--- config.mk ---
export PLATFORM = sky130hd
export DESIGN_NAME = alu_arbiter_flat
export DESIGN_NICKNAME = d
export VERILOG_FILES = /design/src/rtl/alu_arbiter_pkg.sv /design/src/rtl/alu_arbiter_if.sv /design/src/rtl/rr_arb2.sv /design/src/rtl/alu_arbiter.sv /design/src/flat_wrapper.sv
export SDC_FILE = /design/constraint.sdc
export NUM_CORES = 1
export LEC_CHECK = 0
export ABC_AREA = 1
export ABC_CLOCK_PERIOD_IN_PS = 2600
export BUFFER_PORTS_ARGS = -buffer_cell sky130_fd_sc_hd__buf_2
export CORE_AREA = 2 2 108 110
export CTS_CLUSTER_SIZE = 24
export DETAILED_ROUTE_END_ITERATION = 6
export DIE_AREA = 0 0 110 112
export GPL_ROUTABILITY_DRIVEN = 0
export PLACE_DENSITY = 0.59
export SLEW_MARGIN = 30
export SYNTH_ARGS = -nofsm -noshare
export SYNTH_HDL_FRONTEND = slang
export SYNTH_SLANG_ARGS = --single-unit
--- constraint.sdc ---
create_clock -name clk -period 2.6 [get_ports clk]
set_clock_uncertainty 0.1 [all_clocks]
set_input_delay 0.39 -clock clk [delete_from_list [all_inputs] [get_ports clk]]
set_output_delay 0.39 -clock clk [all_outputs]
set_load 0.02 [all_outputs]
--- src/rtl/alu_arbiter_pkg.sv ---
// Shared ALU definitions: operand width default, fun3 opcodes and arbiter state encoding.
// Imported by the arbiter, its interface and the requesters' environment.
package alu_arbiter_pkg;

    localparam int unsigned XLEN_DEFAULT = 32;

    localparam logic [2:0] FUN3_ADD_SUB = 3'b000;
    localparam logic [2:0] FUN3_SLL     = 3'b001;
    localparam logic [2:0] FUN3_SLT     = 3'b010;
    localparam logic [2:0] FUN3_SLTU    = 3'b011;
    localparam logic [2:0] FUN3_XOR     = 3'b100;
    localparam logic [2:0] FUN3_SR      = 3'b101;
    localparam logic [2:0] FUN3_OR      = 3'b110;
    localparam logic [2:0] FUN3_AND     = 3'b111;

    typedef enum logic {
        StIdle = 1'b0,
        StHold = 1'b1
    } arb_state_e;

    // Owner index to per-requester one-hot handshake vector.
    function automatic logic [1:0] owner_onehot(input logic owner);
        return owner ? 2'b10 : 2'b01;
    endfunction

endpackage

--- src/rtl/alu_arbiter_if.sv ---
// Request/response handshakes of the two ALU clients plus the shared-ALU connection.
// slave = arbiter side, master = environment side (requesters and the ALU).
interface alu_arbiter_if #(
    parameter int unsigned XLEN = alu_arbiter_pkg::XLEN_DEFAULT
) ();

    logic [1:0]      req_valid;
    logic [1:0]      req_ready;
    logic [XLEN-1:0] req0_op1;
    logic [XLEN-1:0] req0_op2;
    logic [XLEN-1:0] req1_op1;
    logic [XLEN-1:0] req1_op2;
    logic [2:0]      req0_fun3;
    logic [2:0]      req1_fun3;
    logic            req0_aux;
    logic            req1_aux;

    logic [1:0]      resp_valid;
    logic [1:0]      resp_ready;
    logic [XLEN-1:0] resp_result;

    logic [XLEN-1:0] alu_op1;
    logic [XLEN-1:0] alu_op2;
    logic [2:0]      alu_fun3;
    logic            alu_aux;
    logic [XLEN-1:0] alu_result;

    modport slave (
        input  req_valid, req0_op1, req0_op2, req1_op1, req1_op2,
               req0_fun3, req1_fun3, req0_aux, req1_aux,
               resp_ready, alu_result,
        output req_ready, resp_valid, resp_result,
               alu_op1, alu_op2, alu_fun3, alu_aux
    );

    modport master (
        output req_valid, req0_op1, req0_op2, req1_op1, req1_op2,
               req0_fun3, req1_fun3, req0_aux, req1_aux,
               resp_ready, alu_result,
        input  req_ready, resp_valid, resp_result,
               alu_op1, alu_op2, alu_fun3, alu_aux
    );

endinterface

--- src/rtl/rr_arb2.sv ---
// Two-way arbiter, round-robin or fixed priority to requester 0.
// The priority pointer only moves when the caller reports an accepted grant.
module rr_arb2 #(
    parameter bit RR_EN = 1'b1
) (
    input  logic       clk,
    input  logic       rst,
    input  logic       en,
    input  logic [1:0] valid,
    input  logic       accept,
    output logic [1:0] grant
);

    // prio_q = 1: requester 1 wins a tie.
    logic prio_q, prio_d;
    logic pick1;

    always_comb begin
        pick1 = valid[1] && (!valid[0] || (RR_EN && prio_q));
        grant = 2'b00;
        if (en) begin
            grant = {pick1, valid[0] && !pick1};
        end
    end

    always_comb begin
        prio_d = prio_q;
        if (accept) begin
            prio_d = grant[0];
        end
    end

    always_ff @(posedge clk or posedge rst) begin
        if (rst) begin
            prio_q <= 1'b0;
        end else begin
            prio_q <= prio_d;
        end
    end

endmodule

--- src/rtl/alu_arbiter.sv ---
// Shares one combinational ALU between two requesters and holds each result in a
// register until its owner takes it; a new op may be accepted in the handshake cycle.
module alu_arbiter
    import alu_arbiter_pkg::*;
#(
    parameter int unsigned XLEN  = XLEN_DEFAULT,
    parameter bit          RR_EN = 1'b1
) (
    input  logic          clk,
    input  logic          rst,
    alu_arbiter_if.slave  bus
);

    arb_state_e      state_q, state_d;
    logic            owner_q, owner_d;
    logic [XLEN-1:0] result_q, result_d;

    logic [1:0] grant;
    logic       arb_en;
    logic       accept;
    logic       resp_done;

    assign resp_done = (state_q == StHold) && bus.resp_ready[owner_q];
    // rst gates the grant combinationally so nothing is offered while reset is held.
    assign arb_en    = !rst && ((state_q == StIdle) || resp_done);
    assign accept    = |grant;

    rr_arb2 #(
        .RR_EN (RR_EN)
    ) u_arb (
        .clk    (clk),
        .rst    (rst),
        .en     (arb_en),
        .valid  (bus.req_valid),
        .accept (accept),
        .grant  (grant)
    );

    assign bus.req_ready   = grant;
    assign bus.resp_result = result_q;

    always_comb begin
        bus.resp_valid = 2'b00;
        if (state_q == StHold) begin
            bus.resp_valid = owner_onehot(owner_q);
        end
    end

    always_comb begin
        bus.alu_op1  = '0;
        bus.alu_op2  = '0;
        bus.alu_fun3 = 3'b000;
        bus.alu_aux  = 1'b0;
        unique case (grant)
            2'b01: begin
                bus.alu_op1  = bus.req0_op1;
                bus.alu_op2  = bus.req0_op2;
                bus.alu_fun3 = bus.req0_fun3;
                bus.alu_aux  = bus.req0_aux;
            end
            2'b10: begin
                bus.alu_op1  = bus.req1_op1;
                bus.alu_op2  = bus.req1_op2;
                bus.alu_fun3 = bus.req1_fun3;
                bus.alu_aux  = bus.req1_aux;
            end
            default: ;
        endcase
    end

    always_comb begin
        state_d  = state_q;
        owner_d  = owner_q;
        result_d = result_q;
        if (accept) begin
            state_d  = StHold;
            owner_d  = grant[1];
            result_d = bus.alu_result;
        end else if (resp_done) begin
            state_d = StIdle;
        end
    end

    always_ff @(posedge clk or posedge rst) begin
        if (rst) begin
            state_q  <= StIdle;
            owner_q  <= 1'b0;
            result_q <= '0;
        end else begin
            state_q  <= state_d;
            owner_q  <= owner_d;
            result_q <= result_d;
        end
    end

endmodule

--- src/flat_wrapper.sv ---
// flat-port wrapper written by rule: the top's interface ports become plain ports
module alu_arbiter_flat import alu_arbiter_pkg::*;
#(
    parameter int unsigned XLEN  = XLEN_DEFAULT,
    parameter bit          RR_EN = 1'b1
)
  (clk, rst, bus_req_valid, bus_req0_op1, bus_req0_op2, bus_req1_op1, bus_req1_op2, bus_req0_fun3, bus_req1_fun3, bus_req0_aux, bus_req1_aux, bus_resp_ready, bus_alu_result, bus_req_ready, bus_resp_valid, bus_resp_result, bus_alu_op1, bus_alu_op2, bus_alu_fun3, bus_alu_aux);
  alu_arbiter_if #(.XLEN(XLEN)) bus_i ();
  input  logic clk;
  input  logic rst;
  input wire logic [$bits(bus_i.req_valid)-1:0] bus_req_valid;
  input wire logic [$bits(bus_i.req0_op1)-1:0] bus_req0_op1;
  input wire logic [$bits(bus_i.req0_op2)-1:0] bus_req0_op2;
  input wire logic [$bits(bus_i.req1_op1)-1:0] bus_req1_op1;
  input wire logic [$bits(bus_i.req1_op2)-1:0] bus_req1_op2;
  input wire logic [$bits(bus_i.req0_fun3)-1:0] bus_req0_fun3;
  input wire logic [$bits(bus_i.req1_fun3)-1:0] bus_req1_fun3;
  input wire logic [$bits(bus_i.req0_aux)-1:0] bus_req0_aux;
  input wire logic [$bits(bus_i.req1_aux)-1:0] bus_req1_aux;
  input wire logic [$bits(bus_i.resp_ready)-1:0] bus_resp_ready;
  input wire logic [$bits(bus_i.alu_result)-1:0] bus_alu_result;
  output wire logic [$bits(bus_i.req_ready)-1:0] bus_req_ready;
  output wire logic [$bits(bus_i.resp_valid)-1:0] bus_resp_valid;
  output wire logic [$bits(bus_i.resp_result)-1:0] bus_resp_result;
  output wire logic [$bits(bus_i.alu_op1)-1:0] bus_alu_op1;
  output wire logic [$bits(bus_i.alu_op2)-1:0] bus_alu_op2;
  output wire logic [$bits(bus_i.alu_fun3)-1:0] bus_alu_fun3;
  output wire logic [$bits(bus_i.alu_aux)-1:0] bus_alu_aux;
  assign bus_i.req_valid = bus_req_valid;
  assign bus_i.req0_op1 = bus_req0_op1;
  assign bus_i.req0_op2 = bus_req0_op2;
  assign bus_i.req1_op1 = bus_req1_op1;
  assign bus_i.req1_op2 = bus_req1_op2;
  assign bus_i.req0_fun3 = bus_req0_fun3;
  assign bus_i.req1_fun3 = bus_req1_fun3;
  assign bus_i.req0_aux = bus_req0_aux;
  assign bus_i.req1_aux = bus_req1_aux;
  assign bus_i.resp_ready = bus_resp_ready;
  assign bus_i.alu_result = bus_alu_result;
  assign bus_req_ready = bus_i.req_ready;
  assign bus_resp_valid = bus_i.resp_valid;
  assign bus_resp_result = bus_i.resp_result;
  assign bus_alu_op1 = bus_i.alu_op1;
  assign bus_alu_op2 = bus_i.alu_op2;
  assign bus_alu_fun3 = bus_i.alu_fun3;
  assign bus_alu_aux = bus_i.alu_aux;
  alu_arbiter #(.XLEN(XLEN), .RR_EN(RR_EN)) u_core (.clk(clk), .rst(rst), .bus(bus_i));
endmodule
* Yosys cells after proc, flatten, opt, wreduce, memory -nomap -nowiden
Index checks and enable logic that the tools add are counted.
** Word-level totals
- Bits in registers :: 35
- Bits of input ports :: 174
** Cells by class
- Magnitude comparators :: 1
- Equal/unequal tests :: 2
- Multiplexer cells :: 11
- Bitwise gates (word level) :: 1
- Reduce and logical (&&, ||, !) cells :: 11
** Operator list (count)
- $pmux 32 s2 :: 2
- $mux 2 :: 3
- $pmux 3 s2 :: 1
- $logic_and 1x1->1 :: 4
- $mux 1 :: 4
- $logic_not 1->1 :: 3
- $eq 2x1->1 const B :: 1
- $eq 2x2->1 const B :: 1
- $logic_or 1x1->1 :: 2
- $lt 1x2->1 const B :: 1
- $pmux 1 s2 :: 1
- $reduce_bool 2->1 :: 1
- $reduce_or 2->1 :: 1
- $not 1->1 :: 1

* Logic depth before layout (Yosys ltp)
- Word-level depth :: 8
- Depth in mapped cells :: 11

* Hierarchy
A second synthesis with hierarchy kept.
** Second synthesis, totals
- Cell total of the unflattened synthesis :: 399
- Area, all modules :: 2517.4 um2
** By module, submodules not included
- alu_arbiter :: times used 1, cells each 386, area an instance 2442.3 um2, seq. area each 850.8 um2
- rr_arb2 :: times used 1, cells each 13, area an instance 75.1 um2, seq. area each 25.0 um2

* Worst setup path after synthesis
No wires, ideal clock.
- Path type :: input-to-output
- Start point :: in rst
- End point :: out bus_alu_op1[15]
- Data arrival time :: 2.622 ns
- Data required time :: 2.110 ns
- Setup slack :: -0.512 ns
- Stages :: 9
- Path buffers :: 3
- Path through :: inv_1 nand3_1 inv_1 ha_1 buf_4 buf_6 buf_6 nand2_1 a21oi_1
** Between the ends
- Longest elaborated chain between the ends :: 5
** Ends and longest elaborated chain
- from (decl) :: line flat_wrapper.sv:10 : input logic rst;
- $logic_not 1->1 (*) :: line alu_arbiter.sv:25 : assign arb_en = !rst && ((state_q == StIdle) || resp_done);
- $logic_and 1x1->1 (*) :: line alu_arbiter.sv:25
- $mux 2 (*) :: line rr_arb2.sv:21 : if (en) begin
- via bus_req_ready[0] :: line flat_wrapper.sv:22 : output wire logic [$bits(bus_i.req_ready)-1:0] bus_req_ready;
- $eq 2x2->1 or $eq 2x1->1 (tied branches) :: line alu_arbiter.sv:54 : unique case (grant)
- $pmux 32 s2 (*) :: line alu_arbiter.sv:54
- to (decl) :: line flat_wrapper.sv:25 : output wire logic [$bits(bus_i.alu_op1)-1:0] bus_alu_op1;
Mark *: on every way through the listed nets, which the timed path passes. The rest lies on a longest branch.

* Worst setup path after layout
- Start point :: reg u_core.owner_q
- End point :: out bus_alu_op2[1]
** Between the ends
- Longest elaborated chain between the ends :: 8
** Ends and longest elaborated chain
- from (decl) :: line alu_arbiter.sv:15 : logic owner_q, owner_d;
- from (signal assigned) :: line alu_arbiter.sv:91 : owner_q <= owner_d;
- $mux 1 (not written as such) (*) (2 in a row) :: line alu_arbiter.sv:23 : assign resp_done = (state_q == StHold) && bus.resp_ready[owner_q];
- $logic_and 1x1->1 (*) :: line alu_arbiter.sv:23
- $logic_or 1x1->1 (*) :: line alu_arbiter.sv:25
- $logic_and 1x1->1 (*) :: line alu_arbiter.sv:25
- $mux 2 (*) :: line rr_arb2.sv:21
- $eq 2x2->1 or $eq 2x1->1 (tied branches) :: line alu_arbiter.sv:54
- $pmux 32 s2 (*) :: line alu_arbiter.sv:54
- to (decl) :: line flat_wrapper.sv:26 : output wire logic [$bits(bus_i.alu_op2)-1:0] bus_alu_op2;
Every way passes the cells marked *; elsewhere a longest branch is shown, timed or not. The select of a mux whose other input is x is not followed.

==> summary.md <==
| Metric | Value |
|---|---|
| Sw Pwr | `1.27 mW` |
| H-tree levels | `2` |
| Adder-cell share of the synthesized area | `0.0150` |
| GRT Util Overall | `0.174` |
| Worst-Skew Late Latency | `0.27 ns` |
| Total CTS buffers | `5` |
| TritonCTS clock tree | `done` |
| Core area | `0.0112 mm²` |
| Critical Path Start Type | `flip-flop` |
| Final hold vios | `0` |
| Clock root buffer master | `clkbuf_16` |
| Port Buf Inserts | `277` |
| Outcome | `finished, final reports clean` |
| Reg area | `876 µm²` |
| Min cycle time layout | `2.51 ns` |
| Clk buf depth | `2` |
| Syn. warnings | `0` |
| Clock power frac | `0.229` |
| Pins Over Slew Limit | `0` |
| Slack of the critical path | `0.0877 ns` |
| Largest net degree at the start of global routing | `52` |
| Final setup viols | `0` |
| GR Util met1 | `0.197` |
| Netlist cell types | `17` |
| Worst Tran Pin Value | `0.553 ns` |
| Vias in the first global route | `3,459` |
| Placed Instances | `795` |
| Max Cap Violations | `0` |
| Peak VDD IR | `0.616 mV` |
| Synth Area in XOR/XNOR | `0` |
| RSZ-0062 raised after global routing | `yes` |
| Internal Pwr Total | `1.77 mW` |
| Fmax | `398 MHz` |
| Dpl ws | `-0.122 ns` |
| CP Class | `reg2out` |
| First-pass DRT Iterations | `4` |
| Sw Share | `0.417` |
| Most used routing layer | `met2` |
| Req. time, crit path | `2.11 ns` |
| CP Data Arrival Time | `2.02 ns` |
| Final WL | `12.1 mm` |
| Total power draw | `3.04 mW` |
| Final Cycle Share | `0.966` |
| Routing usage on met3 | `0.0498` |
| Seq/Total Area, Yosys | `0.349` |
| Pwr dens | `657 mW/mm²` |
| Post-synthesis register bit count | `35` |
| Total congestion overflow | `0` |
| Post-Syn Area | `0.00251 mm²` |
| Worst Setup End Kind | `primary output` |
| HPWL after detailed placement | `8.95 mm` |
| Number of clock sinks | `35` |
| Critical-path maximum fanout | `17` |
| Die Width | `110 µm` |
| Simple-Gate Fraction of Synth Area | `0.382` |
| Final #Nets | `847` |
| Initial antenna violation count | `3` |
| Worst hold slack | `0.206 ns` |
| Synth Net Count | `571` |
| DRT iter0 DRCs | `162` |
| P&R area growth vs syn | `84.4%` |
| Final routed DRC violation total | `0` |
| Post-DR wirelength/cell | `14.8 µm` |
| Post-synthesis compound-gate area fraction | `0.159` |
| Fill count | `1,176` |
| Row Count | `39` |
| Dominant combinational cell family by area after synthesis | `simple AND/OR/NAND/NOR gates` |
| Average vias per placed instance | `4.41` |
| Layout cells sized above 1 | `0.537` |
| Slew Limit Headroom | `0.631` |
| Sequential power share | `0.282` |
| Non-filler cells, final | `815` |
| Mapped Cells | `394` |
| Clock transition at path regs | `0.06 ns` |
| Via count | `3,596` |
| Worst min path class | `in2reg` |
| Die H | `112 µm` |
| Die Area | `0.0123 mm²` |
| Multi-input logic area | `0.00155 mm²` |
| Mux contribution to synthesized area | `0` |
| IO Pins | `278` |
| Gate power share | `0.490` |
| Leak Pwr | `2.46 nW` |
| Post-synthesis area per instance | `6.36 µm²` |
| Initial core utilization | `0.224` |
| Final Util | `0.414` |
| First-pass GRT wire length | `16.7 mm` |
| DRT antenna net count | `0` |
| GRT met2 Usage | `0.317` |
placed cells by master, fill, tap and decap left out, types with 2 or more instances in the layout:
| cell | synthesis | routed |
|---|---|---|
| inv_2 | 2 | 4 |
| buf_12 | 0 | 5 |
| buf_2 | 14 | 257 |
| a21oi_1 | 57 | 36 |
| nand3_4 | 0 | 3 |
| nand2_1 | 230 | 230 |
| nand2_2 | 10 | 10 |
| buf_4 | 6 | 27 |
| a21oi_2 | 12 | 32 |
| dfrtp_1 | 35 | 35 |
| clkbuf_16 | 0 | 10 |
| ha_4 | 0 | 2 |
| buf_6 | 5 | 2 |
| nand4_1 | 2 | 2 |
| inv_1 | 8 | 5 |
worst paths after layout:
| kind | startpoint | end | slack (ns) | cells past startpoint |
|---|---|---|---|---|
| worst min register to register | u_core.bus.resp_result[20] | u_core.bus.resp_result[20] | 0.38 | 2 |
| max in group asynchronous | rst | u_core.state_q | 1.61 | 3 |
| worst min-delay path | bus_alu_result[2] | u_core.bus.resp_result[2] | 0.21 | 3 |
| min in group asynchronous | rst | u_core.bus.resp_result[26] | 0.23 | 3 |
| worst max-delay path | u_core.owner_q | bus_alu_op2[1] | 0.09 | 9 |
| worst max register to register | u_core.owner_q | u_core.owner_q | 0.76 | 8 |
registers in the layout (all words and copies together), names as in the netlist:
register / count
u_core.u_arb.prio_q: 1
u_core.bus.resp_result: 32
u_core.state_q: 1
u_core.owner_q: 1
metrics by stage:
stage                     setup TNS, ns  cell area (µm²)
after floorplan                       0             2550
after global placement           -0.113             4060
after detailed placement         -0.122             4060
after CTS                       -0.0292             4350
after global routing            -0.0862             4620
final                                 0             4620
Yosys cell counts, drive strengths merged:
master  number  area, µm²
ha           3       37.5
nand3        3       15.0
nand2      240        926
nand4        2       12.5
a21oi       69        390
buf         26        186
a21boi       1       7.51
clkbuf       4       15.0
nor2         1       3.75
inv         10       37.5
dfrtp       35        876
critical path, stage by stage, from the launching register on:
cell and delay (ns):
dfrtp_1 0.42, inv_1 0.07, nand2_1 0.08, nand3_4 0.11
nand3_4 0.11, ha_1 0.31, inv_2 0.05, buf_4 0.20
a21oi_1 0.21, buf_4 0.19
per-layer routing:
| layer | vias to the layer above | share of wire | wire length [µm] |
|---|---|---|---|
| li1 | 1777 | - | - |
| met1 | 1626 | 0.39 | 4720 |
| met2 | 174 | 0.50 | 6010 |
| met3 | 15 | 0.097 | 1170 |
| met4 | 4 | 0.013 | 156 |
| met5 | - | 0.0022 | 27 |
power groups by stage:
| stage | logic, mW | clock network [mW] | registers, mW |
|---|---|---|---|
| 6_report | 1.49 | 0.695 | 0.855 |
| 2_1_floorplan | 0.608 | 0 | 1.08 |
| 3_5_place_dp | 1.36 | 0 | 0.848 |
| 3_3_place_gp | 1.34 | 0 | 0.846 |
| 4_1_cts | 1.40 | 0.713 | 0.853 |
| 5_1_grt | 1.62 | 0.731 | 0.875 |
timing repair:
item | in CTS | in global routing
cloned | 2 | 5
setup buffers | 0 | 3
hold endpoints to repair | 5 | 0
hold buffers | 1 | 0
pin swaps | 0 | 3
endpoints found under the setup margin | 63 | 67
resized for setup | 11 | 37
cells by family after synthesis:
family	count (synthesis)
buf+inv	40
fa+ha+maj	3
flops	35
simple gates	246
compound gates	70
cell type report:
cell class              count  share of cell area
clock inverters             2             0.00758
diodes                      1            0.000541
clock buffers               6              0.0300
multi-input cells         319               0.334
repair buffers            299               0.391
inverters                  10             0.00893
flip-flops and latches     35               0.189
well taps                 143              0.0387
(Power assumes the default switching activity.)
